==> src/rtl/lcd_text_buffer_pkg.sv <==
// Shared constants for the 2x16 text frame buffer and the downstream LCD controller.
// Holds character codes, cell addressing, controller command bytes and the FSM encoding.
package lcd_pkg;

    localparam logic [7:0] FILL      = 8'h20;
    localparam logic [7:0] SUBST     = 8'h3F;
    localparam logic [7:0] NEWLINE   = 8'h0A;
    localparam logic [7:0] PRINT_MIN = 8'h20;
    localparam logic [7:0] PRINT_MAX = 8'h7E;

    localparam int LINE_COLS    = 16;
    localparam int CELL_COUNT   = 2 * LINE_COLS;
    localparam int CLEAR_CYCLES = CELL_COUNT;

    localparam logic [4:0] LINE1_BASE = 5'd0;
    localparam logic [4:0] LINE2_BASE = 5'd16;

    // Command bytes the LCD controller issues; kept here so both sides agree.
    localparam logic [7:0] LCD_CMD_LINE1 = 8'h80;
    localparam logic [7:0] LCD_CMD_LINE2 = 8'hC0;
    localparam logic [7:0] LCD_CMD_CLEAR = 8'h01;

    localparam logic [0:0] ST_IDLE  = 1'b0;
    localparam logic [0:0] ST_CLEAR = 1'b1;

    typedef struct packed {
        logic       we;
        logic [4:0] addr;
        logic [7:0] data;
    } cell_wr_t;

    function automatic logic is_printable(input logic [7:0] c);
        return (c >= PRINT_MIN) && (c <= PRINT_MAX);
    endfunction

endpackage

==> src/rtl/lcd_text_buffer_if.sv <==
// Producer/consumer side of the text buffer: character writes, cursor commands,
// the LCD controller's read port and the redraw handshake.
interface lcd_text_buffer_if;

    logic       WR_EN;
    logic [7:0] WR_CHAR;
    logic       CMD_CLEAR;
    logic       CMD_HOME;
    logic       CMD_BS;
    logic [4:0] RD_ADDR;
    logic [7:0] RD_DATA;
    logic [4:0] CURSOR;
    logic       BUSY;
    logic       DIRTY;
    logic       DIRTY_ACK;

    modport master (
        output WR_EN, WR_CHAR, CMD_CLEAR, CMD_HOME, CMD_BS, RD_ADDR, DIRTY_ACK,
        input  RD_DATA, CURSOR, BUSY, DIRTY
    );

    modport slave (
        input  WR_EN, WR_CHAR, CMD_CLEAR, CMD_HOME, CMD_BS, RD_ADDR, DIRTY_ACK,
        output RD_DATA, CURSOR, BUSY, DIRTY
    );

endinterface

==> src/rtl/lcd_text_buffer_cursor_ctrl.sv <==
// Decodes one producer action per cycle into the next cursor value and a cell write.
// Priority is clear > home > backspace > write; lower-priority inputs are dropped.
module lcd_cursor_ctrl
    import lcd_pkg::*;
#(
    parameter logic [7:0] FILL_CHAR  = FILL,
    parameter logic [7:0] SUBST_CHAR = SUBST
) (
    input  logic       idle,
    input  logic [4:0] cursor,
    input  logic       wr_en,
    input  logic [7:0] wr_char,
    input  logic       cmd_clear,
    input  logic       cmd_home,
    input  logic       cmd_bs,
    output logic [4:0] cursor_nxt,
    output cell_wr_t   cell_wr,
    output logic       clear_start,
    output logic       modified
);

    always_comb begin
        cursor_nxt  = cursor;
        cell_wr     = '0;
        clear_start = 1'b0;
        modified    = 1'b0;
        if (idle) begin
            if (cmd_clear) begin
                clear_start = 1'b1;
                modified    = 1'b1;
            end else if (cmd_home) begin
                cursor_nxt = LINE1_BASE;
            end else if (cmd_bs) begin
                if (cursor != LINE1_BASE) begin
                    cursor_nxt   = cursor - 5'd1;
                    cell_wr.we   = 1'b1;
                    cell_wr.addr = cursor - 5'd1;
                    cell_wr.data = FILL_CHAR;
                    modified     = 1'b1;
                end
            end else if (wr_en) begin
                // Newline only moves the cursor to the start of the other line.
                if (wr_char == NEWLINE) begin
                    cursor_nxt = cursor[4] ? LINE1_BASE : LINE2_BASE;
                end else begin
                    cell_wr.we   = 1'b1;
                    cell_wr.addr = cursor;
                    cell_wr.data = is_printable(wr_char) ? wr_char : SUBST_CHAR;
                    cursor_nxt   = cursor + 5'd1;
                    modified     = 1'b1;
                end
            end
        end
    end

endmodule

==> src/rtl/lcd_text_buffer.sv <==
// 2-line x 16-column character frame buffer feeding the text-LCD controller.
// Holds the cell array, the clear sequencer and the registered read port.
//
//   state    | meaning
//   ---------+-----------------------------------------------------------
//   ST_IDLE  | accepting one command or character write per cycle
//   ST_CLEAR | BUSY; writing FILL_CHAR to one cell per cycle, idx 0..31
module lcd_text_buffer
    import lcd_pkg::*;
#(
    parameter logic [7:0] FILL_CHAR  = FILL,
    parameter logic [7:0] SUBST_CHAR = SUBST
) (
    input logic              CLK,
    input logic              RESETN,
    lcd_text_buffer_if.slave bus
);

    localparam logic [4:0] LAST_IDX = 5'(CLEAR_CYCLES - 1);

    logic [7:0] cell_mem [CELL_COUNT];
    logic [0:0] state;
    logic [4:0] clr_idx;
    logic [4:0] cursor;
    logic [7:0] rd_data;
    logic       dirty;

    logic       idle;
    logic [4:0] cursor_nxt;
    cell_wr_t   ctrl_wr;
    cell_wr_t   cell_wr;
    logic       clear_start;
    logic       ctrl_mod;
    logic       dirty_set;

    assign idle = (state == ST_IDLE);

    lcd_cursor_ctrl #(
        .FILL_CHAR  (FILL_CHAR),
        .SUBST_CHAR (SUBST_CHAR)
    ) u_cursor_ctrl (
        .idle        (idle),
        .cursor      (cursor),
        .wr_en       (bus.WR_EN),
        .wr_char     (bus.WR_CHAR),
        .cmd_clear   (bus.CMD_CLEAR),
        .cmd_home    (bus.CMD_HOME),
        .cmd_bs      (bus.CMD_BS),
        .cursor_nxt  (cursor_nxt),
        .cell_wr     (ctrl_wr),
        .clear_start (clear_start),
        .modified    (ctrl_mod)
    );

    // The clear sequencer owns the write port while it runs.
    always_comb begin
        cell_wr = ctrl_wr;
        if (state == ST_CLEAR) begin
            cell_wr.we   = 1'b1;
            cell_wr.addr = clr_idx;
            cell_wr.data = FILL_CHAR;
        end
    end

    assign dirty_set = ctrl_mod || (state == ST_CLEAR);

    always_ff @(posedge CLK or negedge RESETN) begin
        if (!RESETN) begin
            for (int i = 0; i < CELL_COUNT; i++) begin
                cell_mem[i] <= FILL_CHAR;
            end
        end else if (cell_wr.we) begin
            cell_mem[cell_wr.addr] <= cell_wr.data;
        end
    end

    // Read sees the pre-write contents of a cell written in the same cycle.
    always_ff @(posedge CLK or negedge RESETN) begin
        if (!RESETN) begin
            rd_data <= 8'h00;
        end else begin
            rd_data <= cell_mem[bus.RD_ADDR];
        end
    end

    always_ff @(posedge CLK or negedge RESETN) begin
        if (!RESETN) begin
            state   <= ST_IDLE;
            clr_idx <= 5'd0;
            cursor  <= LINE1_BASE;
        end else begin
            case (state)
                ST_IDLE: begin
                    cursor <= cursor_nxt;
                    if (clear_start) begin
                        state   <= ST_CLEAR;
                        clr_idx <= 5'd0;
                    end
                end
                ST_CLEAR: begin
                    clr_idx <= clr_idx + 5'd1;
                    if (clr_idx == LAST_IDX) begin
                        state  <= ST_IDLE;
                        cursor <= LINE1_BASE;
                    end
                end
                default: begin
                    state <= ST_IDLE;
                end
            endcase
        end
    end

    // A modification in the acknowledge cycle wins so no change is lost.
    always_ff @(posedge CLK or negedge RESETN) begin
        if (!RESETN) begin
            dirty <= 1'b1;
        end else if (dirty_set) begin
            dirty <= 1'b1;
        end else if (bus.DIRTY_ACK) begin
            dirty <= 1'b0;
        end
    end

    assign bus.RD_DATA = rd_data;
    assign bus.CURSOR  = cursor;
    assign bus.BUSY    = (state == ST_CLEAR);
    assign bus.DIRTY   = dirty;

endmodule
==> src/flat_wrapper.sv <==
// flat-port wrapper written by rule: the top's interface ports become plain ports
module lcd_text_buffer_flat import lcd_pkg::*;
#(
    parameter logic [7:0] FILL_CHAR  = FILL,
    parameter logic [7:0] SUBST_CHAR = SUBST
)
  (CLK, RESETN, bus_WR_EN, bus_WR_CHAR, bus_CMD_CLEAR, bus_CMD_HOME, bus_CMD_BS, bus_RD_ADDR, bus_DIRTY_ACK, bus_RD_DATA, bus_CURSOR, bus_BUSY, bus_DIRTY);
  lcd_text_buffer_if bus_i ();
  input logic CLK;
  input logic RESETN;
  input wire logic [$bits(bus_i.WR_EN)-1:0] bus_WR_EN;
  input wire logic [$bits(bus_i.WR_CHAR)-1:0] bus_WR_CHAR;
  input wire logic [$bits(bus_i.CMD_CLEAR)-1:0] bus_CMD_CLEAR;
  input wire logic [$bits(bus_i.CMD_HOME)-1:0] bus_CMD_HOME;
  input wire logic [$bits(bus_i.CMD_BS)-1:0] bus_CMD_BS;
  input wire logic [$bits(bus_i.RD_ADDR)-1:0] bus_RD_ADDR;
  input wire logic [$bits(bus_i.DIRTY_ACK)-1:0] bus_DIRTY_ACK;
  output wire logic [$bits(bus_i.RD_DATA)-1:0] bus_RD_DATA;
  output wire logic [$bits(bus_i.CURSOR)-1:0] bus_CURSOR;
  output wire logic [$bits(bus_i.BUSY)-1:0] bus_BUSY;
  output wire logic [$bits(bus_i.DIRTY)-1:0] bus_DIRTY;
  assign bus_i.WR_EN = bus_WR_EN;
  assign bus_i.WR_CHAR = bus_WR_CHAR;
  assign bus_i.CMD_CLEAR = bus_CMD_CLEAR;
  assign bus_i.CMD_HOME = bus_CMD_HOME;
  assign bus_i.CMD_BS = bus_CMD_BS;
  assign bus_i.RD_ADDR = bus_RD_ADDR;
  assign bus_i.DIRTY_ACK = bus_DIRTY_ACK;
  assign bus_RD_DATA = bus_i.RD_DATA;
  assign bus_CURSOR = bus_i.CURSOR;
  assign bus_BUSY = bus_i.BUSY;
  assign bus_DIRTY = bus_i.DIRTY;
  lcd_text_buffer #(.FILL_CHAR(FILL_CHAR), .SUBST_CHAR(SUBST_CHAR)) u_core (.CLK(CLK), .RESETN(RESETN), .bus(bus_i));
endmodule
==> config.mk <==
export PLATFORM = sky130hd
export DESIGN_NAME = lcd_text_buffer_flat
export DESIGN_NICKNAME = d
export VERILOG_FILES = /design/src/rtl/lcd_text_buffer_pkg.sv /design/src/rtl/lcd_text_buffer_if.sv /design/src/rtl/lcd_text_buffer_cursor_ctrl.sv /design/src/rtl/lcd_text_buffer.sv /design/src/flat_wrapper.sv
export SDC_FILE = /design/constraint.sdc
export NUM_CORES = 1
export LEC_CHECK = 0
export CAP_MARGIN = 15
export CORE_MARGIN = 2
export CORE_UTILIZATION = 56
export DETAILED_ROUTE_END_ITERATION = 7
export PLACE_DENSITY_LB_ADDON = 0.08
export SYNTH_ARGS = -nofsm -noshare
export SYNTH_HDL_FRONTEND = slang
export SYNTH_HIERARCHICAL = 1
export SYNTH_SLANG_ARGS = --single-unit
==> constraint.sdc <==
create_clock -name CLK -period 3.4 [get_ports CLK]
set_clock_uncertainty 0.2 [all_clocks]
set_input_delay 0.68 -clock CLK [delete_from_list [all_inputs] [get_ports CLK]]
set_output_delay 0.68 -clock CLK [all_outputs]
set_load 0.05 [all_outputs]
* After elaboration in Yosys (flattened, before gate mapping)
Index checks and enable logic that the tools add are counted.
Storage, ports and cells: register bits after elaboration 276, bits of input ports 20, output and inout port bits 15, word-level logic and storage cells 100
Cells by class: $add $sub $neg 3, magnitude comparators 5, equality and inequality tests 7, muxes and demuxes 39, bitwise operators 3, reduce and logical (&&, ||, !) cells 6
Operator list (count):
- 256-bit bitwise mux | 1
- 14-bit two-way mux | 7
- 5-bit two-way mux | 9
- 8-bit binary-select mux with 5-bit select | 1
- 8-bit demux with 5-bit select | 1
- 8-bit two-way mux | 4
- 5-bit one-hot mux with 2 select lines | 2
- 1-bit two-way mux | 13
- 6-bit >= comparator (second input constant) | 2
- 5-bit inverter with 6-bit output | 2
- 5-bit by 1-bit adder with 5-bit output (second input constant) | 2
- 8-bit by 4-bit equality test with 1-bit output (second input constant) | 1
- 8-bit by 6-bit >= comparator with 1-bit output (second input constant) | 1
- 8-bit by 7-bit less-or-equal comparator with 1-bit output (second input constant) | 1
- 4-bit inequality test (second input constant) | 2
- 6-bit by 1-bit less-than comparator with 1-bit output (second input constant) | 1
- 2-bit inequality test (second input constant) | 3
- 5-bit equality test (second input constant) | 1
- 5-bit nonzero test | 1
- 5-bit by 1-bit subtractor with 5-bit output (second input constant) | 1
- 4-bit AND reduction | 1
- 1-bit logical AND | 2
- 1-bit one-hot mux with 2 select lines | 1
- 2-bit nonzero test | 1
- other kinds (2) | 2

* Depth between registers and ports, before layout
depth after elaboration 15, gate-level depth with buffers 14, gate-level depth less buffers 9

* By module
The synthesis kept the hierarchy.
By module, submodules not included:
- lcd_text_buffer | instances 1, cells an instance 795, area each 13218.9 µm², sequential area each 6947.9 µm²
- lcd_cursor_ctrl | instances 1, cells an instance 88, area each 595.6 µm², sequential area each 0.0 µm²

* Worst setup path before layout
No wires, ideal clock.
path type reg2reg, start point register u_core.state (netlist: u_core/bus.BUSY), end point register u_core/cell_mem[128] (netlist name), setup time 0.125 ns, arrival 3.663 ns, required time 3.075 ns, path slack -0.588 ns, stages on the path, launching flop included 15, path buffers 6, period minus slack after synthesis 3.988 ns, cells stage by stage dfrtp_1 -> buf_2 -> buf_4 -> clkbuf_1 -> inv_1 -> clkbuf_1 -> nand2b_1 -> nor2_1 -> o21ai_2 -> nor2_1 -> buf_2 -> or3b_1 -> buf_1 -> a221oi_4 -> mux2_2
Between the ends: longest elaborated chain between the ends 7, elaborated cells between the ends (all ways) 8, classes of those cells 2 x order compare; 4 x mux; 1 x bitwise; 1 x reduce/logical
Ends and longest elaborated chain:
- start: declaration | RTL line lcd_text_buffer.sv:22 | logic [0:0] state;
- start signal: assignment | RTL line lcd_text_buffer.sv:88 | state <= ST_IDLE;
- start signal: assignment | RTL line lcd_text_buffer.sv:96 | state <= ST_CLEAR;
- start signal: assignment | RTL line lcd_text_buffer.sv:103 | state <= ST_IDLE;
- 14-bit two-way mux (*) | RTL line lcd_text_buffer.sv:58 | if (state == ST_CLEAR) begin
- 5-bit inverter with 6-bit output (implied by the code) | RTL line lcd_text_buffer.sv:73 | cell_mem[cell_wr.addr] <= cell_wr.data;
- 6-bit >= comparator (implied by the code) / 6-bit by 1-bit less-than comparator with 1-bit output (equally long branches) | RTL line lcd_text_buffer.sv:73
- 1-bit logical AND (implied by the code) | RTL line lcd_text_buffer.sv:73
- 8-bit two-way mux (implied by the code) | RTL line lcd_text_buffer.sv:73
- 8-bit demux with 5-bit select | RTL line lcd_text_buffer.sv:73
- 256-bit bitwise mux | RTL line lcd_text_buffer.sv:73
- end signal: indexed assignment | RTL line lcd_text_buffer.sv:73
- end: declaration | RTL line lcd_text_buffer.sv:21 | logic [7:0] cell_mem [CELL_COUNT];
Every way passes the cells marked *; elsewhere a longest branch is shown, timed or not. A chain may end at the register's enable or synchronous reset.

==> summary.md <==
| Metric | Value |
|---|---|
| CP startpoint kind | `primary input` |
| Top FF cell, synth | `dfrtp_1` |
| Flop pwr share | `40.4%` |
| Design Area, Final | `16,500 sq um` |
| Worst EP required | `3640 ps` |
| Setup violators final | `0` |
| Synth Instances | `883` |
| Met2 WL | `17.0 mm` |
| Die width | `161 um` |
| Final Cycle Share | `98.4%` |
| Ys async rst share | `100%` |
| Commonest non-fill, non-tap cell in the layout | `mux2_2` |
| Worst setup startpoint | `bus_WR_CHAR[6]` |
| Critical path arrival | `3580 ps` |
| Cell Pwr Density | `607 nW/um^2` |
| First-iteration detailed-routing DRC count | `582` |
| P_int | `0.00698 W` |
| Hold Crit Class | `reg2reg` |
| Net switching power | `0.00305 W` |
| Power share of the clock group | `31.2%` |
| Wire per inst | `25.3 um` |
| Post-Route Utilization | `68.2%` |
| Commonest cells after routing, fill and taps aside | `251 x mux2_2, 239 x dfrtp_1, 80 x mux4_2` |
| Final-report max-slew violation count | `33` |
| Crit path top cell by count | `buf_4` |
| Max layer used | `met4` |
| H-tree depth | `1` |
| Max stage delay on crit path | `480 ps` |
| Worst-path clk slew | `60 ps` |
| Post-synthesis sequential area ratio | `50.3%` |
| Achievable frequency | `299 MHz` |
| Fill cell total of the finished layout | `1,666` |
| Hpwl dp | `22.3 mm` |
| DRC | `0` |
| WS Path Type | `in2reg` |
| First-pass detailed-route iteration total | `4` |
| TritonCTS Sinks | `276` |
| Initial Util | `57.0%` |
| Chip height | `161 um` |
| Met1 WL | `14.3 mm` |
| CP Capture Type | `flip-flop` |
| Maxcap violations | `0` |
| Number of global-route vias before repair | `9,097` |
| CTS tree | `built` |
| Hold path start | `u_core/bus.DIRTY$_DFFE_PN1P_` |
| Worst-Skew Late Latency | `540 ps` |
| Routed via count | `8,237` |
| Share of the synthesized area in the top cell type | `44.0%` |
| Placed cells | `1,265` |
| Final Net Count | `998` |
| CTS Buffer Depth | `3` |
| Cell variety after synth | `67` |
| Relative slew slack | `-74.2%` |
| Non-filler instance count after layout | `1,320` |
| Cell row count | `57` |
| # IOs | `35` |
| Post-synthesis register bit count | `276` |
| Power, Total | `0.0100 W` |
| Hold_ws | `270 ps` |
| Largest family of logic cells by synthesized area | `multiplexers` |
| Logic pwr share | `28.4%` |
| Total wire length | `33.4 mm` |
| Grt ovf | `0` |
| GR Util All Layers | `26.8%` |
| Initial antenna violation count | `0` |
| First-pass GRT wire length | `53.6 mm` |
| Switching Share | `30.4%` |
| Failing checks | `slew limit` |
| YS warnings | `6` |
| CTS Root Cell | `clkbuf_16` |
| Simple logic cell fraction of the synthesized area | `4.55%` |
| Mux cell area share after synthesis | `34.8%` |
| Tmin final | `3350 ps` |
| Area share of fa/ha/maj cells after synthesis | `0.453%` |
| Synth area leaders | `dfrtp_1 44%, mux2_2 21%, mux4_2 13%` |
| Xor/xnor share of the synthesized area | `0.127%` |
| CP max stage cell | `clkdlybuf4s50_1` |
| Maximum vdd drop | `580 uV` |
| Area grow syn2layout | `19.6%` |
| Area leader, netlist | `dfrtp_1` |
| Routed vias/inst | `6.24` |
| Final Hold Vio Count | `0` |
| Critical path, cell by cell | `clkdlybuf4s50_1, and4bb_2, a21oi_1, buf_4, o21ai_4, nor2_1, or3b_1, buf_4, a221oi_4, buf_12, mux2_2` |
| Largest net degree at the start of global routing | `86` |
| Share of post-route cells with drive strength above 1 | `59.2%` |
| Syn nets | `908` |
| Syn Area/Cell | `15.6 sq um` |
| Core area | `24,200 sq um` |
| P_leak | `7.65 nW` |
| Status | `finished, violations left` |
| Synth Cell Area | `13,800 sq um` |
| Worst-Margin Slew | `2610 ps` |
| Synth Area in Compound Gates | `6.86%` |
| Ant diodes | `0` |
| CTS Buf Count | `29` |
| Number of port buffers | `34` |
| WL met3 | `1.29 mm` |
| Number of flops mapped to enable cells by yosys | `0` |
| Die area | `25,900 sq um` |
| Final Wtd Congestion | `0.872` |
| Post-Place Cell Area | `15,500 sq um` |
| Crit path max fanout | `8` |
| DRT antenna net count | `0` |
| Critical R2R Launch | `u_core/bus.CURSOR[0]$_DFFE_PN0P_` |
layout make-up:
type	instances	area, sq um	area share [%]
sequential	276	6950	42.1
multi-input combinational	522	6580	39.8
timing repair buffer	137	1600	9.66
clock buffer	49	901	5.45
tap	324	405	2.45
clock inverter	5	65.1	0.394
inverter	7	26.3	0.159
per-stage QoR:
stage | setup TNS, ps | setup WS [ps]
6_report | 0 | 54.7
5_1_grt | -16.4 | -6.70
4_1_cts | 0 | 25.9
3_5_place_dp | -104890 | -675
3_3_place_gp | -96510 | -648
2_1_floorplan | -1380 | -53.7
sequential cells by signal (all words and copies together), names as in the netlist:
| register | cells |
|---|---|
| u_core/cell_mem | 256 |
| u_core/bus.RD_DATA | 8 |
| u_core/bus.CURSOR | 5 |
| u_core/clr_idx | 5 |
| u_core/bus.BUSY | 1 |
| u_core/bus.DIRTY | 1 |
power groups by stage:
stage | logic, W | clock network (W) | registers [W]
floorplan | 0.00183 | 0 | 0.00410
global placement | 0.00272 | 0 | 0.00407
detailed placement | 0.00280 | 0 | 0.00411
CTS | 0.00282 | 0.00320 | 0.00405
global route | 0.00303 | 0.00335 | 0.00410
finish | 0.00285 | 0.00314 | 0.00405
layer usage:
metal,up-vias,GRT usage (%)
met5,-,0
met1,4453,37.0
met3,57,3.21
met4,0,5.84
li1,3555,-
met2,172,46.3
synth_stat cells (11+ instances only):
cell type  count
mux4_2        80
nand2_1       16
clkbuf_1      39
nor2_1        13
dfstp_2       33
mux2_2       253
o221ai_2      15
buf_2         13
a221oi_4      15
dfrtp_1      243
buf_1         11
mux2_1        13
what timing repair did:
| item | 4_1_cts | 5_1_grt |
|---|---|---|
| resized for setup | 2 | 6 |
| pin swaps | 0 | 3 |
| setup buffers | 0 | 0 |
| endpoints found under the setup margin | 58 | 79 |
| hold endpoints to repair | 54 | 0 |
| hold buffers | 1 | 0 |
critical path: cells and delay by family:
family | cells | cell delay [ps]
AOI/OAI and AO/OA | 3 | 500
buffers and inverters | 4 | 990
and+or+nand+nor | 3 | 1050
muxes | 1 | 340
cells by family after synthesis:
group	Yosys count
DFF	276
muxes	347
xor gates and xnor gates	2
other	1
buffers and inverters	85
adders and majority gates	5
and+or+nand+nor	92
AOI/OAI and AO/OA	75
final timing paths:
kind	cells after the start	end	slack (ps)
min	2	u_core/bus.DIRTY$_DFFE_PN1P_	270
min in group asynchronous	2	u_core/bus.CURSOR[3]$_DFFE_PN0P_	540
max reg2reg	12	u_core/cell_mem[44]$_DFFE_PN0P_	90
min reg2reg	2	u_core/bus.DIRTY$_DFFE_PN1P_	270
max	11	u_core/cell_mem[146]$_DFFE_PN0P_	50
max in group asynchronous	3	u_core/cell_mem[122]$_DFFE_PN0P_	1560
(Power assumes the default switching activity.)
